<file path="src/rtl/sigmoid_rr_scheduler.sv">
// sigmoid_rr_scheduler: round-robin sharing of one pipelined Q8.8 sigmoid engine among N requesters,
// with a latency-matched tag pipeline that routes each saturated result back to its requester.
module sigmoid_rr_scheduler #(
  parameter int N   = 4,
  parameter int LAT = 1
) (
  input  logic                 clk,
  input  logic                 rst,
  input  logic                 ena,
  input  logic [N-1:0]         req_valid,
  input  logic [16*N-1:0]      req_x,
  output logic [N-1:0]         req_ready,
  output logic                 eng_valid,
  output logic [15:0]          eng_x,
  input  logic [15:0]          eng_y,
  output logic [N-1:0]         rsp_valid,
  output logic [15:0]          rsp_y,
  output logic [$clog2(N)-1:0] grant_id,
  output logic [3:0]           inflight,
  output logic                 busy
);
  localparam int IW = $clog2(N);
  localparam logic [N-1:0] ONE = {{(N-1){1'b0}}, 1'b1};
  logic [IW-1:0]          r_ptr, r_grant_id, w_g;
  logic                   w_hit, r_eng_valid;
  logic [IW:0]            w_s;
  logic [15:0]            r_eng_x, r_rsp_y, w_sat;
  logic [N-1:0]           r_rsp_valid;
  logic [3:0]             r_inflight;
  logic [LAT-1:0]         r_tag_v;
  logic [LAT-1:0][IW-1:0] r_tag_id;
  // scan from the highest offset down so the lowest offset from r_ptr wins
  always_comb begin
    w_hit = 1'b0;
    w_g   = '0;
    w_s   = '0;
    for (int i = N - 1; i >= 0; i--) begin
      w_s = {1'b0, r_ptr} + (IW+1)'(i);
      w_s = (w_s >= (IW+1)'(N)) ? w_s - (IW+1)'(N) : w_s;
      if (req_valid[w_s[IW-1:0]] && ena && !rst) begin
        w_hit = 1'b1;
        w_g   = w_s[IW-1:0];
      end
    end
  end
  assign w_sat = eng_y[15] ? 16'h0000 : (eng_y > 16'h0100) ? 16'h0100 : eng_y;
  // the tag pipe is fed from the eng_valid register so its last stage lines up with eng_y
  always_ff @(posedge clk) begin
    if (rst) begin
      r_ptr       <= '0;
      r_grant_id  <= '0;
      r_eng_valid <= 1'b0;
      r_eng_x     <= '0;
      r_tag_v     <= '0;
      r_tag_id    <= '0;
      r_rsp_valid <= '0;
      r_rsp_y     <= '0;
      r_inflight  <= '0;
    end else begin
      r_ptr       <= w_hit ? ((w_g == IW'(N - 1)) ? '0 : w_g + 1'b1) : r_ptr;
      r_grant_id  <= w_hit ? w_g : r_grant_id;
      r_eng_valid <= w_hit;
      r_eng_x     <= w_hit ? req_x[{w_g, 4'b0} +: 16] : r_eng_x;
      r_tag_v[0]  <= r_eng_valid;
      r_tag_id[0] <= r_grant_id;
      for (int i = 1; i < LAT; i++) begin
        r_tag_v[i]  <= r_tag_v[i-1];
        r_tag_id[i] <= r_tag_id[i-1];
      end
      r_rsp_valid <= r_tag_v[LAT-1] ? ONE << r_tag_id[LAT-1] : '0;
      r_rsp_y     <= r_tag_v[LAT-1] ? w_sat : r_rsp_y;
      r_inflight  <= (w_hit && !(|r_rsp_valid)) ? r_inflight + 4'd1 :
                     (!w_hit && |r_rsp_valid) ? r_inflight - 4'd1 : r_inflight;
    end
  end
  assign req_ready = w_hit ? ONE << w_g : '0;
  assign eng_valid = r_eng_valid;
  assign eng_x     = r_eng_x;
  assign rsp_valid = r_rsp_valid;
  assign rsp_y     = r_rsp_y;
  assign grant_id  = r_grant_id;
  assign inflight  = r_inflight;
  assign busy      = |r_inflight;
endmodule

</file>
<file path="config.mk">
export PLATFORM = sky130hd
export DESIGN_NAME = sigmoid_rr_scheduler
export DESIGN_NICKNAME = d
export VERILOG_FILES = /design/src/rtl/sigmoid_rr_scheduler.sv
export SDC_FILE = /design/constraint.sdc
export NUM_CORES = 1
export LEC_CHECK = 0
export ABC_AREA = 1
export BUFFER_PORTS_ARGS = -buffer_cell sky130_fd_sc_hd__buf_4
export CORE_MARGIN = 2
export CORE_UTILIZATION = 48
export CTS_BUF_LIST = sky130_fd_sc_hd__clkbuf_4
export DETAILED_ROUTE_END_ITERATION = 7
export PLACE_DENSITY = 0.88
export SYNTH_ARGS = -nofsm -noshare
export SYNTH_HDL_FRONTEND = slang
export SYNTH_SLANG_ARGS = --single-unit
</file>
<file path="constraint.sdc">
create_clock -name clk -period 3.47 [get_ports clk]
set_input_delay 0.347 -clock clk [delete_from_list [all_inputs] [get_ports clk]]
set_output_delay 0.347 -clock clk [all_outputs]
set_load 0.01 [all_outputs]
</file>
Word-level counts from Yosys, hierarchy flattened --
Index checks and enable logic that the tools add are counted.
Cells by class: add/sub/neg operators 10, multipliers 0, divide/modulo/power cells 0, order comparisons 9, equal/unequal tests 1, shifts and indexed selects 3, multiplexer cells 26, bitwise gates (word level) 1, reduce and logical (&&, ||, !) cells 17
Operators with widths (count):
- $shiftx 64x7->16 | 1
- $mux 15 | 2
- $mux 2 | 9
- $gt 16x9->1 const B | 1
- $lt 2x3->1 const B | 4
- $mux 4 | 3
- $logic_and 1x1->1 | 10
- $ge 3x3->1 const B | 3
- $bmux 1 s2 | 4
- $mux 1 | 8
- $reduce_or 4->1 | 2
- $shl 1x2->4 const A | 2
- $sub 2x1->2 const B | 4
- $add 2x2->3 const B | 2
- $add 4x1->4 const B | 1
- $sub 4x1->4 const B | 1
- $add 2x1->3 const B | 1
- $ge 2x3->1 const B | 1
- $logic_not 1->1 | 3
- $add 2x1->2 const B | 1
- $eq 2x2->1 const B | 1
- $reduce_bool 2->1 | 1
- $reduce_or 2->1 | 1
- $not 1->1 | 1
Word-level totals: register bits 48, latch bits 0, memory bits (writable) 0, memory bits (read-only) 0, bits of input ports 87, output and inout port bits 48, word-level logic and storage cells 76, memories kept 0

Longest topological paths before layout --
Gate-level depths: netlist (run 1).
depth in word-level cells 15, depth in mapped cells 21, depth with buffers taken out 19

Worst setup path before layout (run 1) --
No wires, ideal clock.
path kind reg2reg, start register r_ptr[0], end register r_inflight[3], in the netlist inflight[3], setup time 119 ps, arrival time 2605 ps, required time 3351 ps, setup slack 745 ps, stages on the path, launching flop included 21, buffers on the path 2, period minus slack after synthesis 2725 ps, cells stage by stage dfxtp_1 -> buf_6 -> inv_6 -> nand2_1 -> nand3_1 -> nand3_4 -> nand2_4 -> nor2_4 -> inv_4 -> buf_2 -> ha_1 -> inv_1 -> ha_1 -> nand2_1 -> nor2_1 -> a211oi_1 -> nor2_1 -> nor2_1 -> nand2_1 -> o21ai_0 -> a21oi_1
Between the ends: longest elaborated chain between the ends 14, elaborated cells between the ends (all ways) 40, classes of those cells add/sub: 7; order compare: 4; mux: 17; reduce/logical: 12
Ends and longest elaborated chain:
- from (decl) | RTL line 24 | logic [IW-1:0] r_ptr, r_grant_id, w_g;
- from (signal assigned) | RTL line 60 | r_ptr <= w_hit ? ((w_g == IW'(N - 1)) ? '0 : w_g + 1'b1) : r_ptr;
- $add 2x2->3 | RTL line 38 | w_s = {1'b0, r_ptr} + (IW+1)'(i);
- $ge 3x3->1 or $sub 2x1->2 (tied branches) | RTL line 39 | w_s = (w_s >= (IW+1)'(N)) ? w_s - (IW+1)'(N) : w_s;
- $mux 2 | RTL line 39
- $bmux 1 s2 | RTL line 40 | if (req_valid[w_s[IW-1:0]] && ena && !rst) begin
- $mux 1 (implied by the code) | RTL line 40
- $logic_and 1x1->1 (2 in series) | RTL line 40
- $mux 1 (3 in series) | RTL line 40
- $mux 1 * | RTL line 40
- via w_hit | RTL line 25 | logic w_hit, r_eng_valid;
- $logic_not 1->1 | RTL line 73 | (!w_hit && |r_rsp_valid) ? r_inflight - 4'd1 : r_inflight;
- $logic_and 1x1->1 | RTL line 73
- $reduce_bool 2->1 (no line)
- to (signal assigned) | RTL line 72 | r_inflight <= (w_hit && !(|r_rsp_valid)) ? r_inflight + 4'd1 :
- to (decl) | RTL line 29 | logic [3:0] r_inflight;
Mark *: on every way through the listed nets, which the timed path passes. The rest lies on a longest branch. The select of a mux whose other input is x is not followed. A chain may end at the register's enable or synchronous reset.

Final worst setup path (run 1) --
start register r_ptr[0], end register r_inflight[3], in the netlist inflight[3]
Between the ends: longest elaborated chain between the ends 14, elaborated cells between the ends (all ways) 40, classes of those cells add/sub: 7; order compare: 4; mux: 17; reduce/logical: 12
Ends and longest elaborated chain (RTL line):
- $add 2x2->3 | 38
- $ge 3x3->1 or $sub 2x1->2 (tied branches) | 39
- $mux 2 | 39
- $bmux 1 s2 | 40
- $mux 1 (implied by the code) | 40
- $logic_and 1x1->1 (2 in series) | 40
- $mux 1 (3 in series) | 40
- $mux 1 * | 40
- $logic_not 1->1 | 73
- $logic_and 1x1->1 | 73
- $reduce_bool 2->1 (no line)
Every way passes the cells marked *; elsewhere a longest branch is shown, timed or not. The select of a mux whose other input is x is not followed.

==> impl_metrics.yaml, run 1 <==
global_route:
  grt_pass1_wl_um: 11900
  antenna_found_initial: 0
  grt_usage_pct: 23.5
  grt_overflow: 0
  grt_max_degree: 37
  grt_pass1_vias: 2826
layout:
  ff_latch_area_sq_um: 941
  fillCellCount: 461
  drive_gt1_share_pct: 33.6
  antenna_cells: 0
  multi_input_area_sq_mm: 0.00149
  instances_no_fill: 584
  synthToLayoutAreaGrowth_pct: 38.8
  layout.nets: 606
clocking:
  clock-root-buffer: "clkbuf_4"
  cts_buffer_depth: 2
  clock_latency_ns: 0.34
  clk_pin_slew_ns: 0.13
  numCtsBuffers: 5
  clock-sinks: 47
  cts_tree: "yes"
  cts_resized: 0
  ctsHtreeMaxLevel: 2
  cts_setup_buffers: 0
  cts_hold_buf: 0
synthesis:
  synthTopCellsByArea: "dfxtp_1 35%, nand3_1 18%, nand2_1 13%, inv_1 4.7%, nor2_1 3.6%"
  synth-seq-cells: 47
  synthFlopType: "dfxtp_1"
  ys_seq_area_share_pct: 34.5
  ys_async_sr_fraction_pct: 0
  synth_area_leader_cell: "dfxtp_1"
  yosys-top-cells-count: "99 x nand3_1, 96 x nand2_1, 47 x dfxtp_1"
  syn-mean-instance-area_sq_um: 6.99
  syn_nets: 485
  syn_inst: 390
  yosysTopAreaCellShare_pct: 34.5
  synth_most_common_cell: "nand3_1"
  netlist_area_sq_mm: 0.00273
  ys_types: 34
  synth-edff-count: 0
  synth_warnings: 0
hold_path:
  hold_path.class: "in -> reg"
  hold_end: "rsp_y[5]"
  min_delay_path_depth: 3
  hp-start: "eng_y[5]"
power_and_ir_drop:
  irDropWorstVdd_uv: 377
  p_per_area_mw_per_mm2: 719
  p_leak_uw: 0.00191
critical_path:
  cp_slowest_cell: "dfxtp_1"
  end_kind: "flop"
  cp_max_fo: 19
  r2r-end: "inflight[3]"
  worstPathRequired_ns: 3.71
  r2r-start: "r_ptr[0]"
  startpoint: "r_ptr[0]"
  crit_top_cell: "nor2_1"
  ff2ff_path_depth: 18
  max_stage_delay_ns: 0.57
  path_cells: "inv_6 -> nand2_2 -> nand3_1 -> nand3_4 -> nand2_4 -> nor2_4 -> inv_4 -> ha_1 -> inv_1 -> ha_1 -> nand2_1 -> nor2_1 -> a211oi_1 -> nor2_1 -> nor2_1 -> nand2_1 -> o21ai_0 -> a21oi_1"
  arrival_ns: 3.40
  r2r_slack_ns: 0.31
  crit_path_start_kind: "flop"
  path_class: "reg -> reg"
floorplan:
  coreArea_sq_mm: 0.00551
  num_io_pins: 135
  rows: 27
  die_w_um: 79.3
  die-height_um: 79.3
  dieArea_sq_mm: 0.00630
  initial_core_util_pct: 49.5
timing:
  setup_viol: 0
  hold_viol: 0
  fin_crit_ns: 3.16
  drv_slew: 0
  tns_ns: 0
  fin_crit_sh_pct: 91.0
  skew_ns: 0.00664
  grt_setup_unrepaired: "false"
  fmaxAchievable_mhz: 317
detailed_routing:
  vias_per_cell: 5.24
  drc: 0
  vias: 3061
  firstDrtPassIters: 4
  drt_iter0_markers: 124
  drt_wl_total_um: 7550
  route.antenna.remaining_nets: 0
  wl_per_cell_um: 12.9
run:
  cap_violations: 0
placed_design:
  dp_hpwl_um: 5880
  dp_cells: 576
  place_congestion: 0.857
  io_buffers: 133
outcome:
  status: "completed"
==> registers in the layout, summed over array words and instances (netlist names) <==
register / cells
eng_valid: 1
eng_x: 16
grant_id: 2
inflight: 4
r_ptr: 2
r_tag_id: 2
r_tag_v: 1
rsp_valid: 4
rsp_y: 15
==> critical path: cells and delay by family (launching register included) <==
family | cells | cell delay (ns)
AOI/OAI and AO/OA | 3 | 0.48
and+or+nand+nor | 10 | 1.07
buffers and inverters | 3 | 0.38
DFF | 1 | 0.57
adders and majority gates | 2 | 0.54
==> cell usage in the layout (no fill, tap or decap) <==
cell type,count
o32ai_1,1
nand3b_1,1
nand3_4,2
inv_4,1
nand3_2,1
nand3_1,99
nand2_8,1
inv_1,34
nand2_4,2
bufinv_16,2
inv_2,3
nand2_1,96
nand2_2,13
nor4_1,4
inv_6,1
xor2_1,1
nor2_1,26
nand4_1,2
nor2_8,2
ha_1,7
clkbuf_4,6
o21ai_1,9
buf_4,133
nor2_4,2
a21oi_1,2
o21ai_0,7
dfxtp_1,47
nor3_1,1
fa_1,1
or2_2,1
conb_1,1
a211oi_2,2
a211oi_1,1
==> metal layers <==
| metal | GRT usage (%) | vias up | wire [um] |
|---|---|---|---|
| li1 | - | 1508 | - |
| met1 | 25.3 | 1371 | 2900 |
| met2 | 42.5 | 163 | 3730 |
| met3 | 7.95 | 19 | 803 |
| met4 | 8.10 | 0 | 123 |
| met5 | 0 | - | 0 |
==> logic make-up after synthesis <==
| logic type | after synthesis | share of synthesized area, % |
|---|---|---|
| simple gates | 253 | 45.5 |
| flops | 47 | 34.5 |
| buf+inv | 58 | 10.7 |
| xor+xnor | 1 | 0.321 |
| fa+ha+maj | 8 | 3.95 |
| compound gates | 22 | 4.82 |
| other cells | 1 | 0.138 |
==> how the worst max path moves through the flow <==
stage | to | slack, ns | cells after the start
floorplan | inflight[3] | 0.75 | 20
global placement | inflight[3] | 0.64 | 18
detailed placement | inflight[3] | 0.38 | 18
CTS | inflight[3] | 0.35 | 18
global route | inflight[3] | 0.06 | 18
finish | inflight[3] | 0.31 | 18
==> power by group <==
part / internal (uW) / switching [uW] / total, uW
Sequential: 690 / 117 / 807
Combinational: 591 / 922 / 1510
Clock: 233 / 164 / 396
==> per-stage QoR <==
step	power (uW)	util [%]	setup slack [ns]	hold slack (ns)	area, sq um
finish	2720	68.7	0.313	0.237	3780
global route	2940	68.7	0.0620	0.228	3780
CTS	2730	68.7	0.348	0.225	3780
detailed placement	2330	66.8	0.375	0.430	3680
floorplan	1890	-	0.745	0.414	2730
global placement	2270	66.8	0.636	0.416	3680
==> final cells by class <==
class	count	share of cell area, %
clock buffer	6	1.19
clock inverter	2	1.59
inverter	39	4.07
multi-input combinational	285	39.5
sequential	47	24.9
tap	72	2.38
timing repair buffer	133	26.4
Note: power is estimated with default switching activity, not from simulation.
==> run 2, diff against run 1 <==
--- a/config.mk
+++ b/config.mk
@@ -7,7 +7,6 @@
 export LEC_CHECK = 0
 export ABC_AREA = 1
 export BUFFER_PORTS_ARGS = -buffer_cell sky130_fd_sc_hd__buf_4
-export CORE_MARGIN = 2
 export CORE_UTILIZATION = 48
 export CTS_BUF_LIST = sky130_fd_sc_hd__clkbuf_4
 export DETAILED_ROUTE_END_ITERATION = 7
==> run 2 against run 1 <==
Against the previous run: global-route usage up 0.95 points; clock skew up 0.0035 ns; final area down 0.56%; power down 2.6%; flip-flop and latch count unchanged; worst setup slack better by 0.033 ns; highest routed layer unchanged.
==> impl_metrics.yaml, run 2 (synthesis gave the netlist of run 1 again) <==
critical_path:
  arrival_ns: 2.78
  path_class: "reg -> out"
  r2r_slack_ns: 0.35
  crit_top_cell: "nand3_1"
  cp_max_fo: 36
  path_cells: "nand2_1 -> nand3_1 -> nand3_1 -> nand2_4 -> nand3_4 -> nand2_8 -> inv_2 -> ha_1 -> inv_1 -> nor2_1 -> buf_4"
  crit_path_start_kind: "flop"
  worstPathRequired_ns: 3.12
  max_stage_delay_ns: 0.59
  end_kind: "output pin"
  cp_slowest_cell: "dfxtp_1"
clocking:
  cts_buffer_depth: 2
  cts_tree: "yes"
  clock-sinks: 47
  cts_hold_buf: 0
  cts_resized: 0
  cts_setup_buffers: 0
  clk_pin_slew_ns: 0.15
  numCtsBuffers: 5
  clock_latency_ns: 0.36
  ctsHtreeMaxLevel: 2
  clock-root-buffer: "clkbuf_4"
power_and_ir_drop:
  switching_share_pct: 45.9
  p_switching_uw: 1220
  irDropWorstVdd_uv: 293
  p_total_uw: 2650
  combPwrFrac_pct: 56.7
  pwr-share-clk_pct: 12.8
  internal-power_uw: 1430
  p_leak_uw: 0.00189
  seq_power_share_pct: 30.5
  p_per_area_mw_per_mm2: 704
detailed_routing:
  drt_wl_total_um: 7360
  firstDrtPassIters: 6
  drt_iter0_markers: 127
  vias: 2987
  wl_per_cell_um: 12.6
  route.antenna.remaining_nets: 0
  drc: 0
  vias_per_cell: 5.11
placed_design:
  dp_cells: 576
  dp_hpwl_um: 5570
  placed_area_sq_mm: 0.00368
  place_congestion: 0.870
  io_buffers: 133
global_route:
  antenna_found_initial: 0
  grt_use_met1_pct: 26.8
  grt_usage_pct: 24.4
  grt_overflow: 0
  met2_usage_pct: 44.7
  grt_max_degree: 37
  grt_pass1_vias: 2769
  met3_usage_pct: 6.94
  grt_pass1_wl_um: 11900
  grt_most_used_layer: "met2"
timing:
  drv_slew: 0
  hold_viol: 0
  tns_ns: 0
  grt_setup_unrepaired: "false"
  fmaxAchievable_mhz: 320
  fin_crit_ns: 3.12
  fin_crit_sh_pct: 90.0
  setup_viol: 0
  skew_ns: 0.0101
  holdWs_ns: 0.229
floorplan:
  die-height_um: 77.3
  initial_core_util_pct: 49.8
  rows: 27
  coreArea_sq_mm: 0.00547
  dieArea_sq_mm: 0.00598
  num_io_pins: 135
  die_w_um: 77.3
hold_path:
  hold_path.class: "in -> reg"
layout:
  largest_reg_flops: 16
  drive_gt1_share_pct: 33.6
  final_cell_mix: "133 x buf_4, 99 x nand3_1, 96 x nand2_1"
  layout.nets: 606
  synthToLayoutAreaGrowth_pct: 38.0
  fin_area_sq_mm: 0.00376
  layout_commonest_cell: "buf_4"
  instances_no_fill: 584
  antenna_cells: 0
outcome:
  status: "completed"
run:
  cap_violations: 0
run 2: path summary, 6_finish.rpt:
check             startpoint            to  depth (start not counted)
hold reg to reg    rsp_y[11]     rsp_y[11]                          2
setup / recovery    r_ptr[0]  req_ready[3]                         11
hold / removal      eng_y[1]      rsp_y[1]                          3
setup reg to reg    r_ptr[0]   inflight[3]                         18
run 2: cell type report:
type | count | area [sq um]
Clock buffer | 5 | 37.5
Clock inverter | 3 | 46.3
Fill cell | 474 | 1710
Inverter | 39 | 154
Multi-Input combinational cell | 285 | 1490
Sequential cell | 47 | 941
Tap cell | 72 | 90.1
Timing Repair Buffer | 133 | 998
run 2: power by group through the flow:
stage	clock network, uW	logic, uW	registers (uW)
after detailed placement	0	1500	814
after global placement	0	1460	809
final	339	1500	807
after CTS	345	1500	805
after floorplan	0	1050	841
after global routing	367	1680	826
run 2: metal layers:
layer / routed length (um) / share of wire (%) / vias to the layer above
met5: 0 / 0 / -
met3: 637 / 8.7 / 12
met1: 3050 / 41 / 1324
met4: 122 / 1.7 / 0
met2: 3550 / 48 / 138
li1: - / - / 1513
run 2: through the flow:
| step | setup WS [ns] | utilization [%] |
|---|---|---|
| 6_report | 0.346 | 68.7 |
| 5_1_grt | 0.0637 | 68.7 |
| 4_1_cts | 0.360 | 68.7 |
| 3_5_place_dp | 0.385 | 67.2 |
| 3_3_place_gp | 0.638 | 67.2 |
| 2_1_floorplan | 0.745 | - |
run 2: worst max-delay path: cells and delay by family, from the launching register on:
family	cells	cell delay [ns]
and+or+nand+nor	7	1.34
DFF	1	0.59
buffers and inverters	3	0.28
adders and majority gates	1	0.20
